--- config.mk ---
export PLATFORM = sky130hd
export DESIGN_NAME = mem_access_flat
export DESIGN_NICKNAME = d
export VERILOG_FILES = /design/src/rtl/mem_access_if.sv /design/src/rtl/mem_access.sv /design/src/flat_wrapper.sv
export SDC_FILE = /design/constraint.sdc
export NUM_CORES = 1
export LEC_CHECK = 0
export ABC_AREA = 0
export CORE_MARGIN = 2
export CORE_UTILIZATION = 30
export CTS_CLUSTER_SIZE = 28
export DETAILED_ROUTE_END_ITERATION = 16
export GPL_TIMING_DRIVEN = 0
export SETUP_SLACK_MARGIN = 0.15
export SLEW_MARGIN = 0
export SYNTH_ARGS = -nofsm -noshare
export SYNTH_HDL_FRONTEND = slang
export SYNTH_SLANG_ARGS = --single-unit
--- constraint.sdc ---
create_clock -name i_clk -period 2 [get_ports i_clk]
set_input_delay 0.4 -clock i_clk [delete_from_list [all_inputs] [get_ports i_clk]]
set_output_delay 0.4 -clock i_clk [all_outputs]
set_load 0.01 [all_outputs]
--- src/rtl/mem_access_if.sv ---
// Request/response and RAM-port bundle for the mem_access load/store sequencer,
// plus the RAM command encodings shared by the sequencer and the RAM.
`ifndef RAM_NOP
`define RAM_NOP   2'd0
`endif
`ifndef RAM_READ
`define RAM_READ  2'd1
`endif
`ifndef RAM_WRITE
`define RAM_WRITE 2'd2
`endif

interface mem_access_if;
    logic        i_req;
    logic        i_we;
    logic [1:0]  i_size;
    logic        i_signed;
    logic [31:0] i_addr;
    logic [31:0] i_wdata;
    logic        o_ready;
    logic        o_done;
    logic        o_fault;
    logic [31:0] o_rdata;
    logic [1:0]  o_ram_do;
    logic [31:0] o_ram_addr;
    logic [31:0] o_ram_val;
    logic [31:0] i_ram_val;

    modport slave (
        input  i_req, i_we, i_size, i_signed, i_addr, i_wdata, i_ram_val,
        output o_ready, o_done, o_fault, o_rdata, o_ram_do, o_ram_addr, o_ram_val
    );

    modport master (
        output i_req, i_we, i_size, i_signed, i_addr, i_wdata, i_ram_val,
        input  o_ready, o_done, o_fault, o_rdata, o_ram_do, o_ram_addr, o_ram_val
    );
endinterface

--- src/rtl/mem_access.sv ---
// Load/store sequencer in front of a byte-addressed big-endian 32-bit RAM; sub-word stores use RMW.
// Optional macro MEM_ACCESS_ALIGN_CHECK_EN rejects misaligned half/word accesses at acceptance.
module mem_access #(
    parameter int unsigned MEM_BYTES = 65536
) (
    input  logic        i_clk,
    input  logic        i_rst,
    mem_access_if.slave bus
);
    typedef enum logic [1:0] {IDLE, RD, WR, DONE} state_t;

    localparam logic [31:0] LAST_ADDR = 32'(MEM_BYTES - 4);

    state_t      r_state;
    state_t      w_next;
    logic        r_we;
    logic        r_signed;
    logic        r_fault;
    logic [1:0]  r_size;
    logic [31:0] r_addr;
    logic [31:0] r_wdata;
    logic [23:0] r_rdword;
    logic [31:0] r_rdata;
    logic        w_accept;
    logic        w_misalign;
    logic        w_fault;
    logic [31:0] w_load;
    logic [31:0] w_merge;

    assign w_accept = bus.i_req && (r_state == IDLE);

`ifdef MEM_ACCESS_ALIGN_CHECK_EN
    assign w_misalign = ((bus.i_size == 2'd1) && bus.i_addr[0]) ||
                        ((bus.i_size == 2'd2) && (bus.i_addr[1:0] != 2'b00));
`else
    assign w_misalign = 1'b0;
`endif

    // Rejected requests never reach the RAM, so the range check also keeps the RAM index from wrapping.
    assign w_fault = (bus.i_size == 2'd3) || (bus.i_addr > LAST_ADDR) || w_misalign;

    always_comb begin
        w_load = bus.i_ram_val;
        case (r_size)
            2'd0: w_load = r_signed ? {{24{bus.i_ram_val[31]}}, bus.i_ram_val[31:24]}
                                    : {24'd0, bus.i_ram_val[31:24]};
            2'd1: w_load = r_signed ? {{16{bus.i_ram_val[31]}}, bus.i_ram_val[31:16]}
                                    : {16'd0, bus.i_ram_val[31:16]};
            default: w_load = bus.i_ram_val;
        endcase
    end

    // The addressed byte/half sits at the top of the big-endian word; the rest is written back as read.
    always_comb begin
        w_merge = r_wdata;
        case (r_size)
            2'd0:    w_merge = {r_wdata[7:0], r_rdword[23:0]};
            2'd1:    w_merge = {r_wdata[15:0], r_rdword[15:0]};
            default: w_merge = r_wdata;
        endcase
    end

    always_ff @(posedge i_clk) begin
        if (i_rst) begin
            r_state <= IDLE;
        end else begin
            r_state <= w_next;
        end
    end

    always_comb begin
        w_next = r_state;
        case (r_state)
            IDLE: begin
                if (w_accept) begin
                    if (w_fault) begin
                        w_next = DONE;
                    end else if (bus.i_we && (bus.i_size == 2'd2)) begin
                        w_next = WR;
                    end else begin
                        w_next = RD;
                    end
                end
            end
            RD:      w_next = r_we ? WR : DONE;
            WR:      w_next = DONE;
            DONE:    w_next = IDLE;
            default: w_next = IDLE;
        endcase
    end

    always_comb begin
        bus.o_ready    = 1'b0;
        bus.o_done     = 1'b0;
        bus.o_fault    = 1'b0;
        bus.o_rdata    = 32'd0;
        bus.o_ram_do   = `RAM_NOP;
        bus.o_ram_addr = 32'd0;
        bus.o_ram_val  = 32'd0;
        case (r_state)
            IDLE: bus.o_ready = 1'b1;
            RD: begin
                bus.o_ram_do   = `RAM_READ;
                bus.o_ram_addr = r_addr;
            end
            WR: begin
                bus.o_ram_do   = `RAM_WRITE;
                bus.o_ram_addr = r_addr;
                bus.o_ram_val  = w_merge;
            end
            DONE: begin
                bus.o_done  = 1'b1;
                bus.o_fault = r_fault;
                bus.o_rdata = r_rdata;
            end
            default: bus.o_ready = 1'b0;
        endcase
    end

    always_ff @(posedge i_clk) begin
        if (i_rst) begin
            r_we     <= 1'b0;
            r_signed <= 1'b0;
            r_fault  <= 1'b0;
            r_size   <= 2'd0;
            r_addr   <= 32'd0;
            r_wdata  <= 32'd0;
            r_rdword <= 24'd0;
            r_rdata  <= 32'd0;
        end else begin
            if (w_accept) begin
                r_we     <= bus.i_we;
                r_signed <= bus.i_signed;
                r_fault  <= w_fault;
                r_size   <= bus.i_size;
                r_addr   <= bus.i_addr;
                r_wdata  <= bus.i_wdata;
                r_rdata  <= 32'd0;
            end
            if (r_state == RD) begin
                r_rdword <= bus.i_ram_val[23:0];
                if (!r_we) begin
                    r_rdata <= w_load;
                end
            end
        end
    end
endmodule

--- src/flat_wrapper.sv ---
// flat-port wrapper written by rule: the top's interface ports become plain ports
module mem_access_flat 
#(
    parameter int unsigned MEM_BYTES = 65536
)
  (i_clk, i_rst, bus_i_req, bus_i_we, bus_i_size, bus_i_signed, bus_i_addr, bus_i_wdata, bus_i_ram_val, bus_o_ready, bus_o_done, bus_o_fault, bus_o_rdata, bus_o_ram_do, bus_o_ram_addr, bus_o_ram_val);
  mem_access_if bus_i ();
  input  logic i_clk;
  input  logic i_rst;
  input wire logic [$bits(bus_i.i_req)-1:0] bus_i_req;
  input wire logic [$bits(bus_i.i_we)-1:0] bus_i_we;
  input wire logic [$bits(bus_i.i_size)-1:0] bus_i_size;
  input wire logic [$bits(bus_i.i_signed)-1:0] bus_i_signed;
  input wire logic [$bits(bus_i.i_addr)-1:0] bus_i_addr;
  input wire logic [$bits(bus_i.i_wdata)-1:0] bus_i_wdata;
  input wire logic [$bits(bus_i.i_ram_val)-1:0] bus_i_ram_val;
  output wire logic [$bits(bus_i.o_ready)-1:0] bus_o_ready;
  output wire logic [$bits(bus_i.o_done)-1:0] bus_o_done;
  output wire logic [$bits(bus_i.o_fault)-1:0] bus_o_fault;
  output wire logic [$bits(bus_i.o_rdata)-1:0] bus_o_rdata;
  output wire logic [$bits(bus_i.o_ram_do)-1:0] bus_o_ram_do;
  output wire logic [$bits(bus_i.o_ram_addr)-1:0] bus_o_ram_addr;
  output wire logic [$bits(bus_i.o_ram_val)-1:0] bus_o_ram_val;
  assign bus_i.i_req = bus_i_req;
  assign bus_i.i_we = bus_i_we;
  assign bus_i.i_size = bus_i_size;
  assign bus_i.i_signed = bus_i_signed;
  assign bus_i.i_addr = bus_i_addr;
  assign bus_i.i_wdata = bus_i_wdata;
  assign bus_i.i_ram_val = bus_i_ram_val;
  assign bus_o_ready = bus_i.o_ready;
  assign bus_o_done = bus_i.o_done;
  assign bus_o_fault = bus_i.o_fault;
  assign bus_o_rdata = bus_i.o_rdata;
  assign bus_o_ram_do = bus_i.o_ram_do;
  assign bus_o_ram_addr = bus_i.o_ram_addr;
  assign bus_o_ram_val = bus_i.o_ram_val;
  mem_access #(.MEM_BYTES(MEM_BYTES)) u_core (.i_clk(i_clk), .i_rst(i_rst), .bus(bus_i));
endmodule
==> results.json, run 1 <==
{
  "status": "finished with violations",
  "violations": "negative setup slack",
  "place_congestion": 0.8458,
  "synth_area_um2": 6040,
  "period_share_pct": 103.8,
  "grt_setup_unrepaired": "true",
  "diodes": 0,
  "grt_pass1_vias": 6119,
  "ys_seq_area_share_pct": 42.10,
  "report.power.total_mw": 12.39,
  "ios": 204,
  "yosysUniqueCellTypes": 33,
  "synth-seq-cells": 127,
  "grt.total_usage_pct": 20.86,
  "avgRoutedWirePerCell_um": 17.73,
  "setup_ws_ns": -0.07551,
  "synth_top_area_cell": "dfxtp_1",
  "vias": 6192,
  "critPathMaxStageDelay_ns": 0.32,
  "cts_sinks": 127,
  "crit_path_top_delay_cell": "dfxtp_2",
  "fmax_ghz": 0.4818,
  "clk_pin_slew_ns": 0.06,
  "io_buffers": 202,
  "switching_power_mw": 4.277,
  "gr-total-overflow": 0,
  "cp-end-kind": "primary output",
  "max_cap_violations": 0,
  "crit_chain": "buf_6 > buf_12 > buf_16 > mux2i_1 > o21ai_2 > and2_1 > buf_2",
  "cts.path.max_buffers": 2,
  "drive_above_1_share_pct": 31.54,
  "place_ws_ns": -0.3998,
  "sw_frac_of_total_pct": 34.52,
  "pwr-share-seq_pct": 29.0,
  "ant_nets": 0,
  "syn_area_per_cell_um2": 7.999,
  "drv_slew": 0,
  "hp-start": "u_core.r_addr[18]$_SDFFE_PP0P_",
  "top_layer": "met4",
  "worstSetupStartpointType": "register",
  "clkPwrFrac_pct": 26.6,
  "first_pass_iters": 4,
  "via_per_inst": 4.745,
  "dp.cells": 1222,
  "setup_viol": 38,
  "r2r-start": "u_core.r_state[1]$_SDFFE_PP0P_",
  "synth_top_area_share_pct": 42.10,
  "antenna_found_initial": 0,
  "tns_ns": -0.9044,
  "dp_hpwl_mm": 16.60,
  "num_rows": 51,
  "die_h_um": 145.9,
  "drt_iter0_markers": 334,
  "met3_length_mm": 1.807,
  "cts_buffers": 17,
  "instances_no_fill": 1305,
  "cts-root-buf": "clkbuf_16",
  "synth_enable_flop_cells": 0,
  "path_class": "register to primary output",
  "fin_skew_ns": 0.008484,
  "met1_length_mm": 9.869,
  "worstPathArrival_ns": 1.68,
  "die-area_um2": 21280,
  "ys.flop_type": "dfxtp_1",
  "worstMarginPinSlew_ns": 0.8315,
  "synth_cells": 755,
  "grt_max_degree": 17,
  "p_leak_nw": 3.993,
  "cts_tree": "built",
  "core-area_um2": 19590,
  "syn_to_final_growth_pct": 70.87,
  "drcViolationCount": 0,
  "synth-async-reset-ratio_pct": 0,
  "dieWidth_um": 145.9,
  "grt_pass1_wl_mm": 34.18,
  "irDropWorstVdd_mv": 0.7597,
  "startpoint": "u_core.r_size[0]$_SDFFE_PP0P_",
  "cellPowerDensity_nw_per_um2": 1200,
  "final_util_pct": 52.68,
  "synth_fp_nets": 863,
  "fin_nets": 1135,
  "htreeDepth": 4,
  "cp.required_ns": 1.60,
  "clk_latency_ns": 0.42,
  "crit_fanout": 5,
  "placed_area_um2": 8393,
  "yosysWarnings": 0,
  "min_period_ns": 2.076,
  "p_int_mw": 8.112,
  "synth_area_leaders": "dfxtp_1, nand2_1, mux2i_1, and2_1, a21oi_1",
  "routed_wl_mm": 23.14,
  "fin_hold_ws_ns": 0.4496,
  "design_area_um2": 10320,
  "pwr-share-comb_pct": 44.4,
  "hold_viol": 0,
  "initial_core_util_pct": 30.83,
  "worstHoldPathType": "register to register",
  "max-slew-margin-rel_pct": 44.06,
  "wl_met2_mm": 10.97
}
-- synthesized netlist by cell type (2+ instances only) --
cell,number
buf_6,2
nor4_1,4
o21ai_0,7
a21oi_1,94
clkbuf_1,34
dfxtp_1,127
o211ai_1,2
buf_1,2
buf_4,9
nand2_1,181
nor2_1,36
o21ai_1,19
ha_1,5
nand4_1,4
and2_1,82
nor2b_1,17
a211oi_1,22
inv_1,2
mux2i_1,64
buf_2,14
a22oi_1,16
-- metal layers --
layer,vias up,GRT usage (%)
met5,-,0
li1,3081,-
met2,211,34.01
met3,23,7.774
met1,2877,25.20
met4,0,7.451
-- cell families after synthesis --
logic type	share of synthesized area, %
flip-flops	42.10
AO/OA/AOI/OAI	15.77
multiplexers	10.61
AND/OR/NAND/NOR	25.42
adder cells (fa/ha/maj)	1.036
buffers and inverters	5.076
-- final cells by class --
cell class,count,area [um2]
Inverter,3,16.27
Buffer,61,491.7
Clock inverter,13,187.7
Fill cell,1860,9270
Clock buffer,19,442.9
Tap cell,265,331.6
Sequential cell,127,2552
Multi-Input combinational cell,565,3711
Timing Repair Buffer,252,2586
-- path summary, 6_finish.rpt --
check	end	slack [ns]	cells past startpoint
setup / recovery	bus_o_ram_val[28]	-0.08	7
hold / removal	u_core.r_addr[18]$_SDFFE_PP0P_	0.45	2
setup reg to reg	u_core.r_rdata[4]$_SDFF_PP0_	0.22	9
hold reg to reg	u_core.r_addr[18]$_SDFFE_PP0P_	0.45	2
-- sequential cells by signal, summed over array words and instances, names as in the netlist --
name / count
u_core.r_we: 1
u_core.r_rdword: 24
u_core.r_fault: 1
u_core.r_state: 2
u_core.r_rdata: 32
u_core.r_wdata: 32
u_core.r_signed: 1
u_core.r_addr: 32
u_core.r_size: 2
-- repair_timing --
action                                  CTS  global route
hold buffers                              0             0
setup buffers                            29            11
resized for setup                       570           130
cloned                                    7             4
endpoints found under the setup margin  191           125
pin swaps                                41            31
-- critical path, delay by kind of cell, from the launching register on --
family                 cells  cell delay (ns)
AO/OA/AOI/OAI              1             0.07
buffers and inverters      4             0.49
flip-flops                 1             0.32
multiplexers               1             0.23
AND/OR/NAND/NOR            1             0.16
-- cells in the final DEF, fill, tap and decap left out, types with 7 or more instances in the layout --
cell type / instances
mux2i_4: 19
clkbuf_16: 20
dfxtp_1: 123
buf_12: 8
nor2b_1: 10
buf_6: 91
buf_8: 14
o21ai_1: 14
nand2_1: 180
a211oi_1: 21
clkdlybuf4s50_1: 101
nor2_1: 36
buf_2: 42
o21ai_0: 7
and2_4: 58
and2_1: 24
mux2i_1: 44
a22oi_1: 16
buf_4: 19
clkbuf_1: 21
a21oi_1: 94
-- power groups by stage --
stage / combinational, mW / sequential [mW] / clock, mW
after floorplan: 2.46 / 3.36 / 0
after global placement: 3.87 / 3.48 / 0
after detailed placement: 3.87 / 3.50 / 0
after CTS: 4.86 / 3.56 / 3.33
after global routing: 5.92 / 3.65 / 3.46
final: 5.50 / 3.59 / 3.29
Power figures use the tool's default switching activity.
==> run 2, diff against run 1 <==
CORE_MARGIN = not set   (was 2)
clock period = 2.64 ns   (was 2 ns; I/O delays follow)
==> run 2 against run 1 <==
  * The flow now finishes without violations
  * Die area shrank 2.7%
  * Final area decreased by 9.6%
  * Clock skew rose by 0.0011 ns
  * Clock power shrank 26%
  * Non-clock buffer count decreased by 48
  * Count of clock-buffer cells in the layout fell by 1
  * Via count is 4.3% lower
  * Critical path depth fell by 1
  * Utilization shrank 5.1 points
==> results.json, run 2 (synthesis results as in run 1) <==
{
  "layout_commonest_cell": "nand2_1",
  "setup_ws_ns": 0.09868,
  "ant_nets": 0,
  "rrSetupSlack_ns": 0.73,
  "min_period_ns": 2.541,
  "diodes": 0,
  "place_congestion": 0.8136,
  "die-area_um2": 20700,
  "grt_max_degree": 17,
  "n_fill_cell": 1994,
  "antenna_found_initial": 0,
  "dp.cells": 1222,
  "critPathMaxStageDelay_ns": 0.47,
  "setup_viol": 0,
  "worstSetupStartpointType": "register",
  "worstPathArrival_ns": 2.01,
  "crit_path_top_delay_cell": "clkdlybuf4s50_1",
  "rr_endpoint": "u_core.r_rdata[23]$_SDFF_PP0_",
  "tns_ns": 0,
  "crit_buf_inv": 3,
  "max-slew-margin-rel_pct": 39.18,
  "status": "finished clean",
  "grt.total_usage_pct": 20.60,
  "path_class": "register to primary output",
  "clk_pin_slew_ns": 0.05,
  "core-area_um2": 19590,
  "critPathCapture": "bus_o_ram_val[20]",
  "r2r-start": "u_core.r_state[1]$_SDFFE_PP0P_",
  "grt_pass1_wl_mm": 31.35,
  "irDropWorstVdd_mv": 0.4755,
  "cts_sinks": 127,
  "die_h_um": 143.9,
  "drcViolationCount": 0,
  "num_rows": 51,
  "cp-end-kind": "primary output",
  "vias": 5926,
  "p_leak_nw": 4.164,
  "fin_nets": 1086,
  "dieWidth_um": 143.9,
  "ios": 204,
  "cts.path.max_buffers": 2,
  "worstMarginPinSlew_ns": 0.9040,
  "instances_no_fill": 1255,
  "htreeDepth": 4,
  "io_buffers": 202,
  "fmax_ghz": 0.3935,
  "cts_tree": "built",
  "first_pass_iters": 5,
  "drv_slew": 0,
  "fin_skew_ns": 0.009556,
  "drive_above_1_share_pct": 9.495,
  "crit_fanout": 10,
  "worstHoldPathType": "register to register",
  "crit_chain": "buf_6 > buf_12 > mux2i_1 > o21ai_1 > and2_1 > clkdlybuf4s50_1",
  "cpLargestDelayFamily": "buffers and inverters",
  "cts-root-buf": "clkbuf_16",
  "cts_buffers": 17,
  "reg_top3": "u_core.r_addr (32), u_core.r_rdata (32), u_core.r_wdata (32)",
  "max_cap_violations": 0,
  "grt_pass1_vias": 5673,
  "cp.required_ns": 2.11,
  "initial_core_util_pct": 30.83,
  "syn_to_final_growth_pct": 54.46,
  "fin_hold_ws_ns": 0.4475,
  "gr-total-overflow": 0,
  "cellPowerDensity_nw_per_um2": 875.0,
  "startpoint": "u_core.r_size[0]$_SDFFE_PP0P_",
  "crit_cells": 6,
  "via_per_inst": 4.722,
  "place_ws_ns": 0.1357,
  "routed_wl_mm": 21.28,
  "dp_hpwl_mm": 16.27,
  "avgRoutedWirePerCell_um": 16.96,
  "clk_latency_ns": 0.42,
  "grt_setup_unrepaired": "true",
  "r2r_cells": 6,
  "drt_iter0_markers": 299,
  "hold_viol": 0,
  "period_share_pct": 96.26,
  "final_cell_mix": "nand2_1, clkdlybuf4s50_1, dfxtp_1, a21oi_1, and2_1"
}
-- run 2: cell count changes in the layout (fill, tap and decap cells not counted), moves of 12 or more --
cell / delta
and2_1: +58
dlymetal6s2s_1: +47
and2_4: -58
buf_8: -12
buf_6: -84
mux2i_4: -14
clkdlybuf4s50_1: +42
buf_2: -28
-- run 2: worst min path at each step --
stage                                   startpoint  cells after the start                              to
finish                 u_core.r_fault$_SDFFE_PP0P_                      2     u_core.r_fault$_SDFFE_PP0P_
floorplan            u_core.r_rdata[31]$_SDFF_PP0_                      2   u_core.r_rdata[31]$_SDFF_PP0_
detailed placement   u_core.r_addr[9]$_SDFFE_PP0P_                      2   u_core.r_addr[9]$_SDFFE_PP0P_
CTS                  u_core.r_addr[9]$_SDFFE_PP0P_                      2   u_core.r_addr[9]$_SDFFE_PP0P_
global placement    u_core.r_addr[14]$_SDFFE_PP0P_                      2  u_core.r_addr[14]$_SDFFE_PP0P_
global route         u_core.r_addr[9]$_SDFFE_PP0P_                      2   u_core.r_addr[9]$_SDFFE_PP0P_
-- run 2: timing repair --
item	CTS	global route
setup endpoints to repair	97	87
hold buffers	0	0
cloned	0	0
pin swaps	0	1
resized for setup	52	82
buffers inserted	1	1
-- run 2: layer usage --
metal / up-vias / part of all wire, % / track usage (%)
li1: 2976 / - / -
met1: 2694 / 43 / 25.03
met2: 230 / 46 / 33.16
met3: 26 / 9.6 / 7.198
met4: 0 / 2.1 / 7.951
met5: - / 0 / 0
-- run 2: layout make-up --
type | count | area [um2] | area share [%]
plain buffers | 61 | 384.1 | 4.117
clock buffers | 18 | 429.2 | 4.600
clock inverters | 13 | 171.4 | 1.837
inverters | 3 | 11.26 | 0.1207
multi-input cells | 564 | 3314 | 35.53
flip-flops and latches | 127 | 2547 | 27.31
well taps | 265 | 331.6 | 3.554
repair buffers | 204 | 2140 | 22.93
-- run 2: power breakdown --
| group | leakage [nW] | total [mW] | switching, mW | internal (mW) |
|---|---|---|---|---|
| logic | 2.83 | 3.08 | 1.67 | 1.41 |
| clock network | 0.299 | 2.42 | 0.863 | 1.56 |
| registers | 1.04 | 2.65 | 0.296 | 2.36 |
-- run 2: metrics by stage --
| stage | cell area (um2) | total power [mW] | utilization (%) |
|---|---|---|---|
| 3_5_place_dp | 8393 | 5.574 | 42.84 |
| 5_1_grt | 9329 | 8.631 | 47.62 |
| 6_report | 9329 | 8.163 | 47.62 |
| 4_1_cts | 9111 | 8.127 | 46.51 |
| 2_1_floorplan | 6040 | 4.406 | - |
| 3_3_place_gp | 8393 | 5.555 | 42.84 |
-- run 2: worst min-delay path: stages (launching register included) --
cell and delay, ns:
dfxtp_1 0.30, nand2_1 0.05, a21oi_1 0.05
==> run 3, diff against run 2 <==
--- a/config.mk
+++ b/config.mk
@@ -8,2 +8,3 @@
 export ABC_AREA = 0
+export CAP_MARGIN = 30
 export CORE_UTILIZATION = 30
==> constraint.sdc (replaced) <==
create_clock -name i_clk -period 2.05 [get_ports i_clk]
set_input_delay 0.41 -clock i_clk [delete_from_list [all_inputs] [get_ports i_clk]]
set_output_delay 0.41 -clock i_clk [all_outputs]
set_load 0.02 [all_outputs]
==> run 3 against run 2 <==
  * The flow now finishes with violations (negative setup slack)
  * Final area grew 11%
  * Cell count grew 3.0%
  * Sequential cell count is the same
  * Clock skew grew 0.0017 ns
  * Die area is the same
  * Count of clock-buffer cells in the layout is the same
  * Critical path depth is the same
  * Sequential share of layout area shrank 2.6 points
  * First-iteration DRC count shrank 1.3%
  * Total power grew 50%
  * Hold slack gained 0.00084 ns
  * Utilization grew 5.0 points
  * Largest cell class unchanged
==> results.json, run 3 (synthesis results as in run 1) <==
{
  "diodes": 0,
  "cp-end-kind": "primary output",
  "ios": 204,
  "crit_chain": "buf_8 > buf_12 > mux2i_4 > o21ai_1 > and2_1 > buf_6",
  "drv_slew": 0,
  "io_buffers": 202,
  "tns_ns": -0.02201,
  "via_per_inst": 4.855,
  "cts.path.max_buffers": 2,
  "crit_fanout": 5,
  "grt.total_usage_pct": 21.86,
  "fin_nets": 1124,
  "die_h_um": 143.9,
  "dp_hpwl_mm": 16.27,
  "grt_pass1_wl_mm": 33.30,
  "gr-total-overflow": 0,
  "cp.required_ns": 1.64,
  "clk_pin_slew_ns": 0.06,
  "ant_nets": 0,
  "final_cell_mix": "nand2_1, dfxtp_1, clkdlybuf4s50_1, buf_6, a21oi_1",
  "cts-root-buf": "clkbuf_16",
  "setup_ws_ns": -0.01206,
  "drcViolationCount": 0,
  "layout_commonest_cell": "nand2_1",
  "violations": "negative setup slack",
  "core-area_um2": 19590,
  "fin_skew_ns": 0.01123,
  "rrSetupSlack_ns": 0.21,
  "routed_wl_mm": 22.85,
  "grt_pass1_vias": 6073,
  "syn_to_final_growth_pct": 70.79,
  "dp.cells": 1222,
  "worstHoldPathType": "register to register",
  "max-slew-margin-rel_pct": 41.32,
  "path_class": "register to primary output",
  "antenna_found_initial": 0,
  "critPathMaxStageDelay_ns": 0.33,
  "crit_path_top_delay_cell": "dfxtp_2",
  "fmax_ghz": 0.4850,
  "worstPathArrival_ns": 1.65,
  "drive_above_1_share_pct": 32.39,
  "worstSetupStartpointType": "register",
  "reg_top3": "u_core.r_addr (32), u_core.r_rdata (32), u_core.r_wdata (32)",
  "vias": 6277,
  "die-area_um2": 20700,
  "setup_viol": 2,
  "max_cap_violations": 0,
  "grt_setup_unrepaired": "true",
  "drt_iter0_markers": 295,
  "first_pass_iters": 4,
  "irDropWorstVdd_mv": 0.6647,
  "num_rows": 51,
  "place_congestion": 0.8136,
  "hold_viol": 0,
  "clk_latency_ns": 0.42,
  "period_share_pct": 100.6,
  "avgRoutedWirePerCell_um": 17.68,
  "instances_no_fill": 1293,
  "cts_buffers": 17,
  "cts_sinks": 127,
  "status": "finished with violations",
  "p_leak_nw": 3.926,
  "dieWidth_um": 143.9,
  "htreeDepth": 4,
  "min_period_ns": 2.062,
  "cellPowerDensity_nw_per_um2": 1191,
  "grt_max_degree": 17,
  "cts_tree": "built",
  "final_util_pct": 52.65,
  "initial_core_util_pct": 30.83,
  "worstMarginPinSlew_ns": 0.8721
}
## run 3: cell count changes in the layout (fill, tap and decap cells not counted), sizes merged
| cell | change |
|---|---|
| clkbuf | +7 |
| dlymetal6s2s | -47 |
| nor2 | +1 |
| clkdlybuf4s50 | -42 |
| dlygate4sd2 | -11 |
| buf | +130 |
## run 3: power breakdown
| part | internal (mW) | leakage (nW) | total [mW] | switching (mW) |
|---|---|---|---|---|
| clock | 2.01 | 0.299 | 3.14 | 1.13 |
| sequential | 3.04 | 1.04 | 3.51 | 0.467 |
| combinational | 2.83 | 2.59 | 5.63 | 2.80 |
## run 3: timing repair
item | in CTS | in global routing
hold buffers | 0 | 0
cloned | 7 | 3
pin swaps | 30 | 30
resized for setup | 674 | 145
endpoints found under the setup margin | 191 | 156
setup buffers | 22 | 8
## run 3: routing by layer
metal  vias up  GRT usage (%)  share of wire, %
li1       3056              -                 -
met1      2908          25.71                40
met2       270          35.57                46
met3        43          7.264               9.9
met4         0          10.58               3.3
met5         -              0                 0
## run 3: final timing paths
| kind | from | endpoint | depth (start not counted) |
|---|---|---|---|
| worst max-delay path | u_core.r_size[0]$_SDFFE_PP0P_ | bus_o_ram_val[20] | 6 |
| worst min-delay path | u_core.r_fault$_SDFFE_PP0P_ | u_core.r_fault$_SDFFE_PP0P_ | 2 |
| worst max register to register | u_core.r_state[1]$_SDFFE_PP0P_ | u_core.r_rdata[0]$_SDFF_PP0_ | 10 |
| worst min register to register | u_core.r_fault$_SDFFE_PP0P_ | u_core.r_fault$_SDFFE_PP0P_ | 2 |
## run 3: final cells by class
type / instances / area (um2)
Fill cell: 1881 / 9275
Multi-Input combinational cell: 565 / 3800
Sequential cell: 127 / 2552
Timing Repair Buffer: 241 / 2505
Buffer: 61 / 509.2
Clock buffer: 18 / 429.2
Tap cell: 265 / 331.6
Clock inverter: 13 / 171.4
Inverter: 3 / 16.27
## run 3: critical path, delay by kind of cell, from the launching register on
| kind | cells | cell delay [ns] |
|---|---|---|
| muxes | 1 | 0.25 |
| DFF | 1 | 0.33 |
| buffers and inverters | 3 | 0.42 |
| AOI/OAI and AO/OA | 1 | 0.09 |
| and+or+nand+nor | 1 | 0.15 |
## run 3: through the flow
stage | setup slack [ns] | instance area (um2) | power (mW) | hold WS (ns)
global route | -0.05518 | 10310 | 12.88 | 0.4732
CTS | -0.05402 | 9814 | 11.70 | 0.4511
global placement | -0.3998 | 8393 | 7.326 | 0.4374
detailed placement | -0.4041 | 8393 | 7.350 | 0.4430
floorplan | 0.2994 | 6040 | 5.849 | 0.4273
finish | -0.01206 | 10310 | 12.28 | 0.4483
